--- src/rtl/seq_pkg.sv ---
// Shared types and defaults for the serial-scan controller and its matcher.
package seq_pkg;

    typedef enum logic {
        IDLE  = 1'b0,
        SHIFT = 1'b1
    } state_t;

    localparam int         DEF_W     = 8;
    localparam int         DEF_CNT_W = 8;
    localparam logic [7:0] DEF_PAT   = 8'b1101_0011;

endpackage

--- src/rtl/seq_scan_ctrl_if.sv ---
// Parallel-in / serial-out bus of the scan controller, plus pattern config and match status.
interface seq_scan_ctrl_if
    import seq_pkg::*;
#(
    parameter int W     = DEF_W,
    parameter int CNT_W = DEF_CNT_W
);
    logic             IN_VALID;
    logic [W-1:0]     IN_DATA;
    logic             IN_READY;
    logic             CFG_WE;
    logic [W-1:0]     CFG_PAT;
    logic             DOUT;
    logic             DVAL;
    logic             HIT;
    logic [CNT_W-1:0] HIT_CNT;
    logic             BUSY;

    modport master (
        output IN_VALID, IN_DATA, CFG_WE, CFG_PAT,
        input  IN_READY, DOUT, DVAL, HIT, HIT_CNT, BUSY
    );

    modport slave (
        input  IN_VALID, IN_DATA, CFG_WE, CFG_PAT,
        output IN_READY, DOUT, DVAL, HIT, HIT_CNT, BUSY
    );
endinterface

--- src/rtl/seq_match.sv ---
// Sliding-window pattern matcher on the serial stream: overlapping hits, saturating count.
module seq_match
    import seq_pkg::*;
#(
    parameter int           W       = DEF_W,
    parameter int           CNT_W   = DEF_CNT_W,
    parameter logic [W-1:0] PAT_RST = DEF_PAT
) (
    input  logic             CLK,
    input  logic             RST,
    input  logic             sbit,
    input  logic             sval,
    input  logic             cfg_we,
    input  logic [W-1:0]     cfg_pat,
    output logic             hit,
    output logic [CNT_W-1:0] hit_cnt
);
    localparam int FW = $clog2(W + 1);

    logic [W-1:0]  win, win_n, pat;
    logic [FW-1:0] fill, fill_n;
    logic          match;

    // Compare against the window as it will look with this cycle's bit included.
    always_comb begin
        win_n  = {win[W-2:0], sbit};
        fill_n = (fill == FW'(W)) ? fill : fill + FW'(1);
        match  = sval && (win_n == pat) && (fill_n == FW'(W));
    end

    always_ff @(posedge CLK) begin
        if (RST) begin
            win     <= '0;
            fill    <= '0;
            pat     <= PAT_RST;
            hit     <= 1'b0;
            hit_cnt <= '0;
        end else if (cfg_we) begin
            // new pattern restarts matching; the coincident bit is dropped
            pat     <= cfg_pat;
            fill    <= '0;
            hit     <= 1'b0;
            hit_cnt <= '0;
        end else begin
            hit <= match;
            if (sval) begin
                win  <= win_n;
                fill <= fill_n;
            end
            if (match && (hit_cnt != '1))
                hit_cnt <= hit_cnt + CNT_W'(1);
        end
    end
endmodule

--- src/rtl/seq_scan_ctrl.sv ---
// Word-to-bit serializer (MSB first, gapless back-to-back) feeding the pattern matcher.
module seq_scan_ctrl
    import seq_pkg::*;
#(
    parameter int           W       = DEF_W,
    parameter int           CNT_W   = DEF_CNT_W,
    parameter logic [W-1:0] PAT_RST = DEF_PAT
) (
    input  logic            CLK,
    input  logic            RST,
    seq_scan_ctrl_if.slave  bus
);
    localparam int BW = (W > 1) ? $clog2(W) : 1;

    state_t        state, state_n;
    logic [W-1:0]  sreg, sreg_n;
    logic [BW-1:0] bcnt, bcnt_n;
    logic          xfer;

    // Ready while idle or while the last bit of the current word is out, so reload is gapless.
    assign bus.IN_READY = (state == IDLE) || (bcnt == '0);
    assign xfer         = bus.IN_VALID && bus.IN_READY;

    always_ff @(posedge CLK) begin
        if (RST) begin
            state <= IDLE;
            sreg  <= '0;
            bcnt  <= '0;
        end else begin
            state <= state_n;
            sreg  <= sreg_n;
            bcnt  <= bcnt_n;
        end
    end

    always_comb begin
        state_n = state;
        sreg_n  = sreg;
        bcnt_n  = bcnt;
        case (state)
            IDLE: begin
                if (xfer) begin
                    sreg_n  = bus.IN_DATA;
                    bcnt_n  = BW'(W - 1);
                    state_n = SHIFT;
                end
            end
            SHIFT: begin
                sreg_n = sreg << 1;
                bcnt_n = bcnt - BW'(1);
                if (bcnt == '0) begin
                    if (xfer) begin
                        sreg_n = bus.IN_DATA;
                        bcnt_n = BW'(W - 1);
                    end else begin
                        sreg_n  = '0;
                        bcnt_n  = '0;
                        state_n = IDLE;
                    end
                end
            end
            default: state_n = IDLE;
        endcase
    end

    assign bus.DOUT = sreg[W-1];
    assign bus.DVAL = (state == SHIFT);
    assign bus.BUSY = (state == SHIFT);

    seq_match #(
        .W       (W),
        .CNT_W   (CNT_W),
        .PAT_RST (PAT_RST)
    ) u_match (
        .CLK     (CLK),
        .RST     (RST),
        .sbit    (sreg[W-1]),
        .sval    (state == SHIFT),
        .cfg_we  (bus.CFG_WE),
        .cfg_pat (bus.CFG_PAT),
        .hit     (bus.HIT),
        .hit_cnt (bus.HIT_CNT)
    );
endmodule

--- src/flat_wrapper.sv ---
// flat-port wrapper written by rule: the top's interface ports become plain ports
module seq_scan_ctrl_flat import seq_pkg::*;
#(
    parameter int           W       = DEF_W,
    parameter int           CNT_W   = DEF_CNT_W,
    parameter logic [W-1:0] PAT_RST = DEF_PAT
)
  (CLK, RST, bus_IN_VALID, bus_IN_DATA, bus_CFG_WE, bus_CFG_PAT, bus_IN_READY, bus_DOUT, bus_DVAL, bus_HIT, bus_HIT_CNT, bus_BUSY);
  seq_scan_ctrl_if #(.W(W), .CNT_W(CNT_W)) bus_i ();
  input  logic CLK;
  input  logic RST;
  input wire logic [$bits(bus_i.IN_VALID)-1:0] bus_IN_VALID;
  input wire logic [$bits(bus_i.IN_DATA)-1:0] bus_IN_DATA;
  input wire logic [$bits(bus_i.CFG_WE)-1:0] bus_CFG_WE;
  input wire logic [$bits(bus_i.CFG_PAT)-1:0] bus_CFG_PAT;
  output wire logic [$bits(bus_i.IN_READY)-1:0] bus_IN_READY;
  output wire logic [$bits(bus_i.DOUT)-1:0] bus_DOUT;
  output wire logic [$bits(bus_i.DVAL)-1:0] bus_DVAL;
  output wire logic [$bits(bus_i.HIT)-1:0] bus_HIT;
  output wire logic [$bits(bus_i.HIT_CNT)-1:0] bus_HIT_CNT;
  output wire logic [$bits(bus_i.BUSY)-1:0] bus_BUSY;
  assign bus_i.IN_VALID = bus_IN_VALID;
  assign bus_i.IN_DATA = bus_IN_DATA;
  assign bus_i.CFG_WE = bus_CFG_WE;
  assign bus_i.CFG_PAT = bus_CFG_PAT;
  assign bus_IN_READY = bus_i.IN_READY;
  assign bus_DOUT = bus_i.DOUT;
  assign bus_DVAL = bus_i.DVAL;
  assign bus_HIT = bus_i.HIT;
  assign bus_HIT_CNT = bus_i.HIT_CNT;
  assign bus_BUSY = bus_i.BUSY;
  seq_scan_ctrl #(.W(W), .CNT_W(CNT_W), .PAT_RST(PAT_RST)) u_core (.CLK(CLK), .RST(RST), .bus(bus_i));
endmodule
--- config.mk ---
export PLATFORM = sky130hd
export DESIGN_NAME = seq_scan_ctrl_flat
export DESIGN_NICKNAME = d
export VERILOG_FILES = /design/src/rtl/seq_pkg.sv /design/src/rtl/seq_scan_ctrl_if.sv /design/src/rtl/seq_match.sv /design/src/rtl/seq_scan_ctrl.sv /design/src/flat_wrapper.sv
export SDC_FILE = /design/constraint.sdc
export NUM_CORES = 1
export LEC_CHECK = 0
export BUFFER_PORTS_ARGS = -buffer_cell sky130_fd_sc_hd__buf_2
export CAP_MARGIN = 40
export CORE_AREA = 2 2 57 69
export DETAILED_ROUTE_END_ITERATION = 16
export DIE_AREA = 0 0 59 71
export PLACE_DENSITY = 0.83
export SYNTH_ARGS = -nofsm -noshare
export SYNTH_HDL_FRONTEND = slang
export SYNTH_SLANG_ARGS = --single-unit
--- constraint.sdc ---
create_clock -name CLK -period 6 [get_ports CLK]
set_input_delay 0.6 -clock CLK [delete_from_list [all_inputs] [get_ports CLK]]
set_output_delay 0.6 -clock CLK [all_outputs]
set_load 0.01 [all_outputs]
==> flow_summary.yaml <==
timing:
  clock_skew_ns: 0.00938
  hold_violations: 0
  period_share_pct: 40.3
  fin_crit_ns: 2.42
  tightestPinTransition_ns: 0.686
  slew_viol_final: 0
  rsz0062_at_grt: "no"
  timing.fmax_ghz: 0.413
  fin_setup_tns_ns: 0
  setup_viol: 0
  relSlewSlack_pct: 54.2
grt:
  grtUsageMet1_pct: 20.5
  grt_start_max_net_pins: 30
  grt_util_met3_pct: 3.84
  grt_pass1_wl_mm: 5.94
  met2_usage_pct: 30.6
  grt_use_total_pct: 18.1
  grt_overflow: 0
  grt-busiest-layer: "met2"
  antenna_found_initial: 0
  first_global_vias: 1412
synth:
  synth_edf_count: 0
  synth-async-reset-ratio_pct: 0
  syn_inst: 199
  syn_area_sq_um: 1830
  syn_avg_cell_area_sq_um: 9.17
  ys_seq_area_share_pct: 43.9
  ys_types: 41
  synth_ff_type: "dfxtp_1"
  ys_ff_latch: 40
  syn_nets: 224
  yosysWarnings: 0
power:
  peakVddDrop_mv: 0.177
  power.density_nw_per_um2: 275
  leakage_nw: 0.890
  power_uw: 580
placed_design:
  port_buffers: 32
  globalplace.congestion: 0.846
  hpwlAfterDp_mm: 2.43
worst_setup_path:
  critPathArrivalTime_ns: 2.65
  path_max_fanout: 14
  worstSetupPathType: "reg -> reg"
  critPathRequiredTime_ns: 6.23
  end_kind: "register"
  crit_path_start_kind: "register"
clock_tree:
  h-tree-depth: 2
  clock_path_buffers: 2
  cts.sinks: 40
  clk_latency_ns: 0.29
  cts-resized-gates: 0
  cts-buffers-inserted: 5
  post_cts_buffers: 0
  hold_buffers: 0
  cts_root_buffer: "clkbuf_8"
  cts_tree: "done"
  clk_pin_slew_ns: 0.08
floorplanning:
  rows: 24
  start_util_pct: 51.5
  die_w_um: 59
  die_area_sq_um: 4190
  coreArea_sq_um: 3540
  ios: 33
  fp.dieH_um: 71
detailed_routing:
  drtIter0Drc: 108
  drt-total-wl_mm: 3.54
  wl_per_cell_um: 13.3
  vias: 1533
  antenna_left: 0
  drc_errors: 0
  viasPerCell: 5.76
  drt-pass1-iter-count: 4
job:
  drv_cap: 0
final_layout:
  area_growth_pct: 15.6
  antenna_cells: 0
  drive_gt1_share_pct: 18.5
  nets: 251
  postLayoutCoreUtil_pct: 59.5
run_status:
  outcome: "finished clean"
worst_hold_path:
  hold_class: "in -> reg"
==> cells in the mapped netlist, types with 4 or more instances <==
library cell	count	area share (%)
a211o_1	5	2.4
a21oi_1	5	1.4
a222oi_1	7	3.8
clkbuf_1	9	1.9
dfxtp_1	40	44
ha_1	5	3.4
inv_1	8	1.6
mux2i_1	11	6.0
nand2_1	8	1.6
nand3_1	4	1.1
nand4_1	4	1.4
nor2_1	30	6.2
nor2b_1	6	2.1
o21ai_0	6	1.6
xnor2_1	9	4.3
==> cells in the final DEF (no fill, tap or decap), drive strengths merged, types with 2 or more instances in the layout <==
cell type,n
o21ai,6
nand4,4
a31oi,2
or3,3
buf,32
nand3,4
nor3,3
ha,5
a211o,5
nor2,30
mux2i,11
clkbuf,7
or4,3
and2,2
dfxtp,40
nand2,8
nor2b,6
nand2b,2
xnor2,9
a222oi,7
xor2,2
a21oi,5
and3,2
inv,8
a211oi,3
o211ai,3
==> path summary, 6_finish.rpt <==
kind,start,to,slack (ns),cells after the start
max,u_core.u_match.fill[0]$_SDFFE_PP0P_,u_core.u_match.hit_cnt[4]$_SDFFE_PP0P_,3.58,7
min reg2reg,u_core.sreg[4]$_SDFFE_PP0P_,u_core.sreg[4]$_SDFFE_PP0P_,0.51,2
max reg2reg,u_core.u_match.fill[0]$_SDFFE_PP0P_,u_core.u_match.hit_cnt[4]$_SDFFE_PP0P_,3.58,7
min,bus_CFG_PAT[6],u_core.u_match.pat[6]$_SDFFE_PP1P_,0.51,2
==> per-layer routing <==
metal | vias up | share of wire (%)
li1 | 778 | -
met4 | 0 | 1.5
met2 | 29 | 52
met1 | 721 | 43
met5 | - | 0
met3 | 5 | 3.5
==> area by class of cell <==
type / count / area (sq um)
inverters: 8 / 30.0
clock buffers: 7 / 96.3
flip-flops and latches: 40 / 801
fillers: 300 / 1430
multi-input cells: 139 / 943
clock inverters: 1 / 30.0
repair buffers: 32 / 160
well taps: 39 / 48.8
==> sequential cells by signal, summed over array words and instances (netlist names) <==
name / cells
u_core.u_match.hit: 1
u_core.u_match.fill: 4
u_core.u_match.win: 7
u_core.u_match.pat: 8
u_core.sreg: 8
u_core.bus.BUSY: 1
u_core.u_match.hit_cnt: 8
u_core.bcnt: 3
==> power by group <==
part | total, mW | internal, mW | switching, mW | leakage, nW
clock | 0.239 | 0.147 | 0.0919 | 0.0645
combinational | 0.0555 | 0.0262 | 0.0293 | 0.499
sequential | 0.286 | 0.276 | 0.00945 | 0.327
total | 0.580 | 0.449 | 0.131 | 0.890
==> logic make-up after synthesis <==
group           synth area share, %
xor+xnor                       5.28
fa+ha+maj                      3.43
simple gates                   19.3
compound gates                 17.6
mux                            6.03
buf+inv                        4.46
flops                          43.9
==> critical path, stage by stage, from the launching register on <==
cell       delay (ns)
dfxtp_1          0.43
inv_1            0.10
ha_1             0.32
nor2b_1          0.14
o2111ai_2        0.15
a2111o_1         0.57
or4_1            0.52
a21oi_1          0.14
==> metrics by stage <==
| step | hold slack (ns) | worst slack, ns | cell area [sq um] | std cells |
|---|---|---|---|---|
| after floorplan | 0.466 | 3.89 | 1830 | 199 |
| after global placement | 0.486 | 3.70 | 1980 | 258 |
| after detailed placement | 0.498 | 3.62 | 1980 | 258 |
| after CTS | 0.501 | 3.59 | 2110 | 266 |
| after global routing | 0.512 | 3.42 | 2110 | 266 |
| final | 0.505 | 3.58 | 2110 | 266 |
Power figures use the tool's default switching activity.
